**src/rtl/ttio_icb_arbt_if.sv**
```systemverilog
// rtl/ttio_icb_arbt_if.sv - ICB command/response bundle shared by the arbiter ports
//
// Purpose: one ICB link, command channel (valid/ready plus payload) and
// response channel (valid/ready plus err/rdata).
// Ports (signals):
//   cmd_valid/cmd_ready  command handshake
//   cmd_addr             ADDR_W address
//   cmd_read             1=read, 0=write
//   cmd_wdata/cmd_wmask  write data and byte mask
//   cmd_lock             keep the bus for this issuer after this command
//   rsp_valid/rsp_ready  response handshake
//   rsp_err/rsp_rdata    bus error and read data
// Modports: master issues commands and takes responses; slave is the
// opposite side.
interface ttio_icb_arbt_if #(
  parameter int ADDR_W = 32,
  parameter int XLEN   = 32
);
  logic              cmd_valid;
  logic              cmd_ready;
  logic [ADDR_W-1:0] cmd_addr;
  logic              cmd_read;
  logic [XLEN-1:0]   cmd_wdata;
  logic [XLEN/8-1:0] cmd_wmask;
  logic              cmd_lock;
  logic              rsp_valid;
  logic              rsp_ready;
  logic              rsp_err;
  logic [XLEN-1:0]   rsp_rdata;

  modport master (
    output cmd_valid, cmd_addr, cmd_read, cmd_wdata, cmd_wmask, cmd_lock,
    input  cmd_ready,
    input  rsp_valid, rsp_err, rsp_rdata,
    output rsp_ready
  );

  modport slave (
    input  cmd_valid, cmd_addr, cmd_read, cmd_wdata, cmd_wmask, cmd_lock,
    output cmd_ready,
    output rsp_valid, rsp_err, rsp_rdata,
    input  rsp_ready
  );
endinterface

```
**src/rtl/ttio_icb_arbt.sv**
```systemverilog
// rtl/ttio_icb_arbt.sv - two-requester ICB arbiter with lock and in-order response routing
//
// Purpose: shares one downstream ICB port between the TTIO unit (i0) and
// the LSU/AGU path (i1). Commands are granted combinationally, lock
// sequences keep the bus on one requester, and an in-order ID FIFO steers
// each response back to the requester that issued the command.
// Ports:
//   clk        clock
//   rst        synchronous active-high reset
//   i0         slave ICB link from TTIO (requester 0)
//   i1         slave ICB link from LSU/AGU (requester 1)
//   o          master ICB link to memory
//   arbt_idle  no outstanding transaction and no lock held
// Configuration macro: TTIO_ARBT_RR_EN selects round-robin arbitration
// (a 1-bit preferred-requester pointer); undefined gives fixed priority
// with requester 0 first.
module ttio_icb_arbt #(
  parameter int ADDR_W     = 32,
  parameter int XLEN       = 32,
  parameter int OUTS_DEPTH = 4,
  parameter int OUTS_PTR_W = 2
) (
  input  logic             clk,
  input  logic             rst,
  ttio_icb_arbt_if.slave   i0,
  ttio_icb_arbt_if.slave   i1,
  ttio_icb_arbt_if.master  o,
  output logic             arbt_idle
);

  localparam logic [OUTS_PTR_W-1:0] PTR_ONE = 1;
  localparam logic [OUTS_PTR_W:0]   CNT_ONE = 1;
  localparam logic [OUTS_PTR_W:0]   CNT_FULL = (OUTS_PTR_W+1)'(OUTS_DEPTH);

  logic                  fifo_q [OUTS_DEPTH];
  logic                  fifo_d [OUTS_DEPTH];
  logic [OUTS_PTR_W-1:0] wr_ptr_q, wr_ptr_d;
  logic [OUTS_PTR_W-1:0] rd_ptr_q, rd_ptr_d;
  logic [OUTS_PTR_W:0]   cnt_q, cnt_d;
  logic                  lock_vld_q, lock_vld_d;
  logic                  lock_id_q, lock_id_d;
`ifdef TTIO_ARBT_RR_EN
  logic                  rr_q, rr_d;
`endif

  logic gnt;
  logic req;
  logic full;
  logic empty;
  logic head;
  logic cmd_hs;
  logic rsp_hs;

  assign full  = (cnt_q == CNT_FULL);
  assign empty = (cnt_q == '0);
  assign head  = fifo_q[rd_ptr_q];

  // Grant selection. A held lock pins the grant to its owner; otherwise a
  // contested cycle goes to the preferred requester.
  always_comb begin
    gnt = 1'b0;
    req = 1'b0;
    if (lock_vld_q) begin
      gnt = lock_id_q;
      req = lock_id_q ? i1.cmd_valid : i0.cmd_valid;
    end else if (i0.cmd_valid && i1.cmd_valid) begin
`ifdef TTIO_ARBT_RR_EN
      gnt = rr_q;
`else
      gnt = 1'b0;
`endif
      req = 1'b1;
    end else begin
      gnt = i1.cmd_valid;
      req = i0.cmd_valid | i1.cmd_valid;
    end
  end

  // Command forwarding. A full FIFO blocks the downstream command outright;
  // a pop in the same cycle does not open the slot early.
  assign o.cmd_valid = req && !full && !rst;
  assign o.cmd_addr  = gnt ? i1.cmd_addr  : i0.cmd_addr;
  assign o.cmd_read  = gnt ? i1.cmd_read  : i0.cmd_read;
  assign o.cmd_wdata = gnt ? i1.cmd_wdata : i0.cmd_wdata;
  assign o.cmd_wmask = gnt ? i1.cmd_wmask : i0.cmd_wmask;
  assign o.cmd_lock  = gnt ? i1.cmd_lock  : i0.cmd_lock;

  assign i0.cmd_ready = o.cmd_valid && o.cmd_ready && !gnt;
  assign i1.cmd_ready = o.cmd_valid && o.cmd_ready &&  gnt;
  assign cmd_hs       = o.cmd_valid && o.cmd_ready;

  // Response routing by FIFO head. An empty FIFO never accepts a response,
  // so a stray downstream response is left stalled rather than misrouted.
  assign i0.rsp_valid = o.rsp_valid && !empty && !rst && !head;
  assign i1.rsp_valid = o.rsp_valid && !empty && !rst &&  head;
  assign o.rsp_ready  = !empty && !rst && (head ? i1.rsp_ready : i0.rsp_ready);
  assign i0.rsp_err   = o.rsp_err;
  assign i1.rsp_err   = o.rsp_err;
  assign i0.rsp_rdata = o.rsp_rdata;
  assign i1.rsp_rdata = o.rsp_rdata;
  assign rsp_hs       = o.rsp_valid && o.rsp_ready;

  assign arbt_idle = rst || (empty && !lock_vld_q);

  always_comb begin
    fifo_d     = fifo_q;
    wr_ptr_d   = wr_ptr_q;
    rd_ptr_d   = rd_ptr_q;
    cnt_d      = cnt_q;
    lock_vld_d = lock_vld_q;
    lock_id_d  = lock_id_q;
`ifdef TTIO_ARBT_RR_EN
    rr_d       = rr_q;
`endif

    if (cmd_hs) begin
      fifo_d[wr_ptr_q] = gnt;
      wr_ptr_d         = wr_ptr_q + PTR_ONE;
      // Only the lock owner can handshake while locked, so the granted
      // command's lock bit alone decides whether the lock is held next.
      lock_vld_d       = o.cmd_lock;
      lock_id_d        = gnt;
`ifdef TTIO_ARBT_RR_EN
      if (!lock_vld_q) begin
        rr_d = ~gnt;
      end
`endif
    end

    if (rsp_hs) begin
      rd_ptr_d = rd_ptr_q + PTR_ONE;
    end

    case ({cmd_hs, rsp_hs})
      2'b10:   cnt_d = cnt_q + CNT_ONE;
      2'b01:   cnt_d = cnt_q - CNT_ONE;
      default: cnt_d = cnt_q;
    endcase
  end

  always_ff @(posedge clk) begin
    if (rst) begin
      fifo_q     <= '{default: 1'b0};
      wr_ptr_q   <= '0;
      rd_ptr_q   <= '0;
      cnt_q      <= '0;
      lock_vld_q <= 1'b0;
      lock_id_q  <= 1'b0;
`ifdef TTIO_ARBT_RR_EN
      rr_q       <= 1'b0;
`endif
    end else begin
      fifo_q     <= fifo_d;
      wr_ptr_q   <= wr_ptr_d;
      rd_ptr_q   <= rd_ptr_d;
      cnt_q      <= cnt_d;
      lock_vld_q <= lock_vld_d;
      lock_id_q  <= lock_id_d;
`ifdef TTIO_ARBT_RR_EN
      rr_q       <= rr_d;
`endif
    end
  end

endmodule
```
**src/flat_wrapper.sv**
```systemverilog
// flat-port wrapper written by rule: the top's interface ports become plain ports
module ttio_icb_arbt_flat 
#(
  parameter int ADDR_W     = 32,
  parameter int XLEN       = 32,
  parameter int OUTS_DEPTH = 4,
  parameter int OUTS_PTR_W = 2
)
  (clk, rst, arbt_idle, i0_cmd_valid, i0_cmd_addr, i0_cmd_read, i0_cmd_wdata, i0_cmd_wmask, i0_cmd_lock, i0_cmd_ready, i0_rsp_valid, i0_rsp_err, i0_rsp_rdata, i0_rsp_ready, i1_cmd_valid, i1_cmd_addr, i1_cmd_read, i1_cmd_wdata, i1_cmd_wmask, i1_cmd_lock, i1_cmd_ready, i1_rsp_valid, i1_rsp_err, i1_rsp_rdata, i1_rsp_ready, o_cmd_valid, o_cmd_addr, o_cmd_read, o_cmd_wdata, o_cmd_wmask, o_cmd_lock, o_cmd_ready, o_rsp_valid, o_rsp_err, o_rsp_rdata, o_rsp_ready);
  ttio_icb_arbt_if #(.ADDR_W(ADDR_W), .XLEN(XLEN)) i0_i ();
  ttio_icb_arbt_if #(.ADDR_W(ADDR_W), .XLEN(XLEN)) i1_i ();
  ttio_icb_arbt_if #(.ADDR_W(ADDR_W), .XLEN(XLEN)) o_i ();
  input  logic clk;
  input  logic rst;
  output logic arbt_idle;
  input wire logic [$bits(i0_i.cmd_valid)-1:0] i0_cmd_valid;
  input wire logic [$bits(i0_i.cmd_addr)-1:0] i0_cmd_addr;
  input wire logic [$bits(i0_i.cmd_read)-1:0] i0_cmd_read;
  input wire logic [$bits(i0_i.cmd_wdata)-1:0] i0_cmd_wdata;
  input wire logic [$bits(i0_i.cmd_wmask)-1:0] i0_cmd_wmask;
  input wire logic [$bits(i0_i.cmd_lock)-1:0] i0_cmd_lock;
  output wire logic [$bits(i0_i.cmd_ready)-1:0] i0_cmd_ready;
  output wire logic [$bits(i0_i.rsp_valid)-1:0] i0_rsp_valid;
  output wire logic [$bits(i0_i.rsp_err)-1:0] i0_rsp_err;
  output wire logic [$bits(i0_i.rsp_rdata)-1:0] i0_rsp_rdata;
  input wire logic [$bits(i0_i.rsp_ready)-1:0] i0_rsp_ready;
  input wire logic [$bits(i1_i.cmd_valid)-1:0] i1_cmd_valid;
  input wire logic [$bits(i1_i.cmd_addr)-1:0] i1_cmd_addr;
  input wire logic [$bits(i1_i.cmd_read)-1:0] i1_cmd_read;
  input wire logic [$bits(i1_i.cmd_wdata)-1:0] i1_cmd_wdata;
  input wire logic [$bits(i1_i.cmd_wmask)-1:0] i1_cmd_wmask;
  input wire logic [$bits(i1_i.cmd_lock)-1:0] i1_cmd_lock;
  output wire logic [$bits(i1_i.cmd_ready)-1:0] i1_cmd_ready;
  output wire logic [$bits(i1_i.rsp_valid)-1:0] i1_rsp_valid;
  output wire logic [$bits(i1_i.rsp_err)-1:0] i1_rsp_err;
  output wire logic [$bits(i1_i.rsp_rdata)-1:0] i1_rsp_rdata;
  input wire logic [$bits(i1_i.rsp_ready)-1:0] i1_rsp_ready;
  output wire logic [$bits(o_i.cmd_valid)-1:0] o_cmd_valid;
  output wire logic [$bits(o_i.cmd_addr)-1:0] o_cmd_addr;
  output wire logic [$bits(o_i.cmd_read)-1:0] o_cmd_read;
  output wire logic [$bits(o_i.cmd_wdata)-1:0] o_cmd_wdata;
  output wire logic [$bits(o_i.cmd_wmask)-1:0] o_cmd_wmask;
  output wire logic [$bits(o_i.cmd_lock)-1:0] o_cmd_lock;
  input wire logic [$bits(o_i.cmd_ready)-1:0] o_cmd_ready;
  input wire logic [$bits(o_i.rsp_valid)-1:0] o_rsp_valid;
  input wire logic [$bits(o_i.rsp_err)-1:0] o_rsp_err;
  input wire logic [$bits(o_i.rsp_rdata)-1:0] o_rsp_rdata;
  output wire logic [$bits(o_i.rsp_ready)-1:0] o_rsp_ready;
  assign i0_i.cmd_valid = i0_cmd_valid;
  assign i0_i.cmd_addr = i0_cmd_addr;
  assign i0_i.cmd_read = i0_cmd_read;
  assign i0_i.cmd_wdata = i0_cmd_wdata;
  assign i0_i.cmd_wmask = i0_cmd_wmask;
  assign i0_i.cmd_lock = i0_cmd_lock;
  assign i0_cmd_ready = i0_i.cmd_ready;
  assign i0_rsp_valid = i0_i.rsp_valid;
  assign i0_rsp_err = i0_i.rsp_err;
  assign i0_rsp_rdata = i0_i.rsp_rdata;
  assign i0_i.rsp_ready = i0_rsp_ready;
  assign i1_i.cmd_valid = i1_cmd_valid;
  assign i1_i.cmd_addr = i1_cmd_addr;
  assign i1_i.cmd_read = i1_cmd_read;
  assign i1_i.cmd_wdata = i1_cmd_wdata;
  assign i1_i.cmd_wmask = i1_cmd_wmask;
  assign i1_i.cmd_lock = i1_cmd_lock;
  assign i1_cmd_ready = i1_i.cmd_ready;
  assign i1_rsp_valid = i1_i.rsp_valid;
  assign i1_rsp_err = i1_i.rsp_err;
  assign i1_rsp_rdata = i1_i.rsp_rdata;
  assign i1_i.rsp_ready = i1_rsp_ready;
  assign o_cmd_valid = o_i.cmd_valid;
  assign o_cmd_addr = o_i.cmd_addr;
  assign o_cmd_read = o_i.cmd_read;
  assign o_cmd_wdata = o_i.cmd_wdata;
  assign o_cmd_wmask = o_i.cmd_wmask;
  assign o_cmd_lock = o_i.cmd_lock;
  assign o_i.cmd_ready = o_cmd_ready;
  assign o_i.rsp_valid = o_rsp_valid;
  assign o_i.rsp_err = o_rsp_err;
  assign o_i.rsp_rdata = o_rsp_rdata;
  assign o_rsp_ready = o_i.rsp_ready;
  ttio_icb_arbt #(.ADDR_W(ADDR_W), .XLEN(XLEN), .OUTS_DEPTH(OUTS_DEPTH), .OUTS_PTR_W(OUTS_PTR_W)) u_core (.clk(clk), .rst(rst), .i0(i0_i), .i1(i1_i), .o(o_i), .arbt_idle(arbt_idle));
endmodule
```
**config.mk**
```make
export PLATFORM = sky130hd
export DESIGN_NAME = ttio_icb_arbt_flat
export DESIGN_NICKNAME = d
export VERILOG_FILES = /design/src/rtl/ttio_icb_arbt_if.sv /design/src/rtl/ttio_icb_arbt.sv /design/src/flat_wrapper.sv
export SDC_FILE = /design/constraint.sdc
export NUM_CORES = 1
export LEC_CHECK = 0
export BUFFER_PORTS_ARGS = -buffer_cell sky130_fd_sc_hd__buf_2
export CORE_AREA = 4 4 125 127
export CTS_BUF_LIST = sky130_fd_sc_hd__clkbuf_16
export CTS_CLUSTER_DIAMETER = 100
export DETAILED_ROUTE_END_ITERATION = 10
export DIE_AREA = 0 0 129 131
export PLACE_DENSITY = 0.57
export SLEW_MARGIN = 10
export SYNTH_ARGS = -nofsm -noshare
export SYNTH_HDL_FRONTEND = slang
export SYNTH_SLANG_ARGS = --single-unit
```
**constraint.sdc**
```tcl
create_clock -name clk -period 2.81 [get_ports clk]
set_input_delay 0.281 -clock clk [delete_from_list [all_inputs] [get_ports clk]]
set_output_delay 0.281 -clock clk [all_outputs]
set_load 0.02 [all_outputs]
```
==> impl_metrics.ini, run 1 <==
[status]
status = complete, no violations

[synthesis]
synth_most_common_cell = buf_4
async_flop_share = 0
netlist_instances = 228
synthesis.nets = 415
synthesis.area_um2 = 2110
yosys-mux-area-fraction = 0.419
synth_warnings = 0
synth_edf_count = 0
yosys.area.top_type_share = 0.368
synth_area_leaders = mux2_2 (37%), buf_4 (25%), dfxtp_1 (12%)
synth_compound_area_frac = 0.0534
yosys.area_share.simple = 0.0647
synth_top_cell_by_area = mux2_2
ys_seq_elements = 13
synth_fa_ha_area_frac = 0.0391
synth.distinct_cells = 30
synth_top_family_by_area = multiplexers
synth_xor_area_frac = 0.0125
yosys_most_used_dff = dfxtp_1
syn_avg_cell_area_um2 = 9.25
ys_seq_area_frac = 0.123
synth_common_cells = buf_4 (71), mux2_2 (69), dfxtp_1 (13), nor2_1 (11), inv_1 (10)

[global_routing]
grt_max_degree = 48
busiest_layer = met2
grt_use_met1 = 0.116
globalRoute.totalOverflow = 0
use_met3 = 0.0593
grt_use_total = 0.0974
antenna_found_initial = 0
first_global_vias = 2132
grtUsageMet2 = 0.150
grt_pass1_wl_um = 12100

[worst_setup_path]
worstPathRequired_ns = 2.98
critical_path_cell_count = 9
regToRegStartpoint = u_core.rd_ptr_q[1]$_SDFFE_PP0P_
path_delay_family = multiplexers
startpoint_type = register
cp_cell_sequence = mux4_2, mux2i_2, nor2_1, ha_1, inv_1, fa_1, xor2_1, or3_1, a21oi_1
r2r_cells = 9
rrSetupSlack_ns = 0.27
critPathCaptureType = register
worst_ep_arrival_time_ns = 2.71
critical_path.max_fanout = 6
crit_type = reg2reg
crit_path_top_delay_cell = mux4_2
r2r_end = u_core.cnt_q[2]$_SDFFE_PP0P_
max_stage_delay_ns = 0.55
worstPathBufferInverterCount = 1

[routing]
dr.pass1.iters = 3
routed_wl_um = 9610
drt.antenna.violating_nets = 0
first_iter_violations = 58
drc_errors = 0
wire_per_inst_um = 16.9
drt-vias-per-instance = 3.74
routed-via-count = 2122

[power]
p_leak_nw = 1.54
p_per_area_nw_per_um2 = 336
ir_drop_v = 0.000134
power.total_mw = 1.01

[timing]
setup_viol = 0
min_period_ns = 2.54
rsz0062_at_grt = false
worst_pin_slew_ns = 0.446
slew_headroom = 0.702
fin_skew_ns = 0.000701
timing.setup.tns_ns = 0
clock.fmax_mhz = 394
hold_violations = 0
fin_crit_sh = 0.904
final_max_slew_viol_count = 0

[hold_path]
hold_end = u_core.lock_vld_q$_SDFFE_PP0P_
min-delay-start = rst
min_path_type = in2reg
min_path_cells = 2

[floorplanning]
num_rows = 44
die-area_um2 = 16900
die_h_um = 131
die-width_um = 129
ios = 324
start_util = 0.146
coreArea_um2 = 14400

[cts]
cts.clk_slew.worst_paths_ns = 0.04
hold_buffers = 0
clk_path_buf_depth = 2
clkLatencyLatePin_ns = 0.24
numCtsBuffers = 3
root_buffer = clkbuf_16
post-cts-setup-buffer-count = 0
cts_tree = yes
cts.sinks = 13
htreeDepth = 1
cts_resized = 0

[cells_and_area]
seq_area_um2 = 260
n_fill_cell = 1605
multi_input_area_um2 = 1250
drive_above_1_share = 0.804
diodes = 0
fin_util = 0.209
area_growth_pct = 42.9
nets = 571

[place]
dp_hpwl_um = 8690
io_buffers = 224
place.gp.congestion = 0.718

[job]
drv_cap = 0
[layer usage]
metal,part of all wire,routed length (um)
met1,0.38,3630
met2,0.44,4210
met3,0.17,1630
met4,0.013,127
met5,0,0
[power breakdown]
part	leakage [nW]	total [mW]	internal [mW]	switching, mW
sequential	0.106	0.202	0.193	0.00915
clock	0.0423	0.264	0.187	0.0768
combinational	1.39	0.546	0.247	0.299
[worst max-delay path by stage]
stage	from	end
CTS	u_core.rd_ptr_q[1]$_SDFFE_PP0P_	u_core.cnt_q[2]$_SDFFE_PP0P_
floorplan	u_core.rd_ptr_q[1]$_SDFFE_PP0P_	u_core.cnt_q[2]$_SDFFE_PP0P_
detailed placement	u_core.rd_ptr_q[1]$_SDFFE_PP0P_	u_core.cnt_q[2]$_SDFFE_PP0P_
finish	u_core.rd_ptr_q[1]$_SDFFE_PP0P_	u_core.cnt_q[2]$_SDFFE_PP0P_
global route	u_core.rd_ptr_q[1]$_SDFFE_PP0P_	u_core.cnt_q[2]$_SDFFE_PP0P_
global placement	u_core.rd_ptr_q[1]$_SDFFE_PP0P_	u_core.cnt_q[2]$_SDFFE_PP0P_
[per-stage QoR]
| stage | instances | setup slack [ns] | hold WS [ns] | area, um2 |
|---|---|---|---|---|
| 2_1_floorplan | 228 | 0.406 | 0.435 | 2110 |
| 3_3_place_gp | 563 | 0.307 | 0.449 | 2940 |
| 3_5_place_dp | 563 | 0.267 | 0.456 | 2940 |
| 4_1_cts | 567 | 0.253 | 0.328 | 3020 |
| 5_1_grt | 567 | 0.106 | 0.360 | 3020 |
| 6_report | 567 | 0.270 | 0.332 | 3020 |
[flip-flops by register name, indices dropped and copies added (netlist names)]
register,count
u_core.fifo_q,4
u_core.cnt_q,3
u_core.rd_ptr_q,2
u_core.wr_ptr_q,2
u_core.lock_id_q,1
u_core.lock_vld_q,1
[logic make-up after synthesis]
kind of cell / Yosys count
multiplexers: 78
AND/OR/NAND/NOR: 28
flip-flops: 13
XOR/XNOR: 3
buffers and inverters: 86
adder cells (fa/ha/maj): 6
AO/OA/AOI/OAI: 14
[placed cells by master, fill, tap and decap left out, types with 2 or more instances in the layout]
master     count
nand2_2        4
nand2_1        5
nor3b_1        2
clkbuf_16      3
xor2_1         2
dfxtp_1       13
nor2_1        11
inv_1         11
a21oi_1        3
o21ai_0        3
ha_1           5
buf_4          2
mux2i_1        7
or3_1          3
mux2_2        69
buf_2        224
[area by class of cell]
type / count / area share
tap: 184 / 0.0763
timing repair buffer: 227 / 0.383
sequential: 13 / 0.0863
clock buffer: 3 / 0.0249
multi-input combinational: 129 / 0.415
clock inverter: 1 / 0.00124
inverter: 10 / 0.0124
No activity file was read; power rests on OpenSTA's default activity.
==> run 2: changes to the inputs <==
==> constraint.sdc (replaced) <==
create_clock -name clk -period 2.81 [get_ports clk]
set_input_delay 0.1405 -clock clk [delete_from_list [all_inputs] [get_ports clk]]
set_output_delay 0.1405 -clock clk [all_outputs]
set_load 0.02 [all_outputs]
==> impl_metrics.ini, run 2 (synthesis gave the netlist of run 1 again) <==
[timing]
timing.setup.tns_ns = 0
fin_skew_ns = 0.00349
fin_crit_sh = 0.896
min_period_ns = 2.52
hold_violations = 0
setup_ws_ns = 0.292
clock.fmax_mhz = 397
final_max_slew_viol_count = 0
slew_headroom = 0.620
worst_pin_slew_ns = 0.571
setup_viol = 0
rsz0062_at_grt = false

[global_routing]
grt_use_total = 0.0967
first_global_vias = 2059
antenna_found_initial = 0
grt_max_degree = 47
globalRoute.totalOverflow = 0
grt_pass1_wl_um = 11900

[place]
dpl_cell_area_um2 = 2920
place.gp.congestion = 0.726
io_buffers = 224
dp_slack_ns = 0.296
dp_hpwl_um = 8710

[cts]
cts_tree = yes
hold_buffers = 0
cts.clk_slew.worst_paths_ns = 0.05
cts_resized = 0
cts.sinks = 13
clkLatencyLatePin_ns = 0.24
htreeDepth = 1
clk_path_buf_depth = 2
numCtsBuffers = 3
post-cts-setup-buffer-count = 0
root_buffer = clkbuf_16

[power]
power.total_mw = 1.01
ir_drop_v = 0.000191
p_per_area_nw_per_um2 = 337
p_leak_nw = 1.53

[worst_setup_path]
worstPathRequired_ns = 2.99
crit_type = reg2reg
critical_path.max_fanout = 6
crit_path_top_delay_cell = mux4_2
worstPathBufferInverterCount = 1
max_stage_delay_ns = 0.56
worst_ep_arrival_time_ns = 2.69
path_delay_family = multiplexers
critPathCaptureType = register
startpoint_type = register
cp_cell_sequence = mux4_2, mux2i_2, nor2_1, ha_1, inv_1, fa_1, xor2_1, or3_1, a21oi_1

[floorplanning]
ios = 324
start_util = 0.146
num_rows = 44
die-area_um2 = 16900
die_h_um = 131
die-width_um = 129
coreArea_um2 = 14400

[routing]
wire_per_inst_um = 16.9
routed-via-count = 2099
drt-vias-per-instance = 3.70
drt.antenna.violating_nets = 0
first_iter_violations = 62
routed_wl_um = 9580
drc_errors = 0
dr.pass1.iters = 4

[cells_and_area]
nets = 571
final_common_cell = buf_2
n_fill_cell = 1614
layout_common_cells = buf_2 (224), mux2_2 (69), dfxtp_1 (13), nor2_1 (11), inv_1 (10)
finalInstanceArea_um2 = 3000
fin_util = 0.208
diodes = 0
drive_above_1_share = 0.807
area_growth_pct = 42.4
top_register = u_core.fifo_q
reg_top3 = u_core.fifo_q: 4 flops, u_core.cnt_q: 3 flops
largest_register_ff_count = 4

[hold_path]
min_path_type = in2reg

[job]
drv_cap = 0

[status]
status = complete, no violations
## run 2: changes by cell type in the layout (fill, tap and decap cells not counted), sizes merged
| cell | before | now |
|---|---|---|
| clkinv | 0 | 1 |
| inv | 11 | 10 |
## run 2: final timing paths
| kind | startpoint | to | slack [ns] | cells after the start |
|---|---|---|---|---|
| setup / recovery | u_core.rd_ptr_q[1]$_SDFFE_PP0P_ | u_core.cnt_q[2]$_SDFFE_PP0P_ | 0.29 | 9 |
| hold / removal | rst | u_core.cnt_q[2]$_SDFFE_PP0P_ | 0.20 | 2 |
| setup reg to reg | u_core.rd_ptr_q[1]$_SDFFE_PP0P_ | u_core.cnt_q[2]$_SDFFE_PP0P_ | 0.29 | 9 |
| hold reg to reg | u_core.fifo_q[0]$_SDFFE_PP0P_ | u_core.fifo_q[0]$_SDFFE_PP0P_ | 0.46 | 2 |
## run 2: stage by stage
stage / hold WS (ns) / instances
global placement: 0.281 / 563
finish: 0.198 / 567
floorplan: 0.322 / 228
detailed placement: 0.281 / 563
CTS: 0.192 / 567
global route: 0.204 / 567
## run 2: final cells by class
cell class	count	area (um2)	area share
Tap cell	184	230	0.0766
Inverter	10	37.5	0.0125
Clock inverter	1	5.00	0.00167
Clock buffer	3	75.1	0.0250
Multi-Input combinational cell	129	1250	0.417
Sequential cell	13	260	0.0866
Timing Repair Buffer	227	1140	0.381
## run 2: routing by layer
metal	track usage	wire, um
met3	0.0602	1670
met4	0.0191	112
met1	0.116	3600
met5	0	0
met2	0.148	4190
## run 2: power by group
group / internal, mW / total, mW / switching (mW) / leakage (nW)
Combinational: 0.244 / 0.540 / 0.297 / 1.38
Clock: 0.189 / 0.269 / 0.0800 / 0.0409
Sequential: 0.192 / 0.201 / 0.00884 / 0.106
Total: 0.625 / 1.01 / 0.385 / 1.53
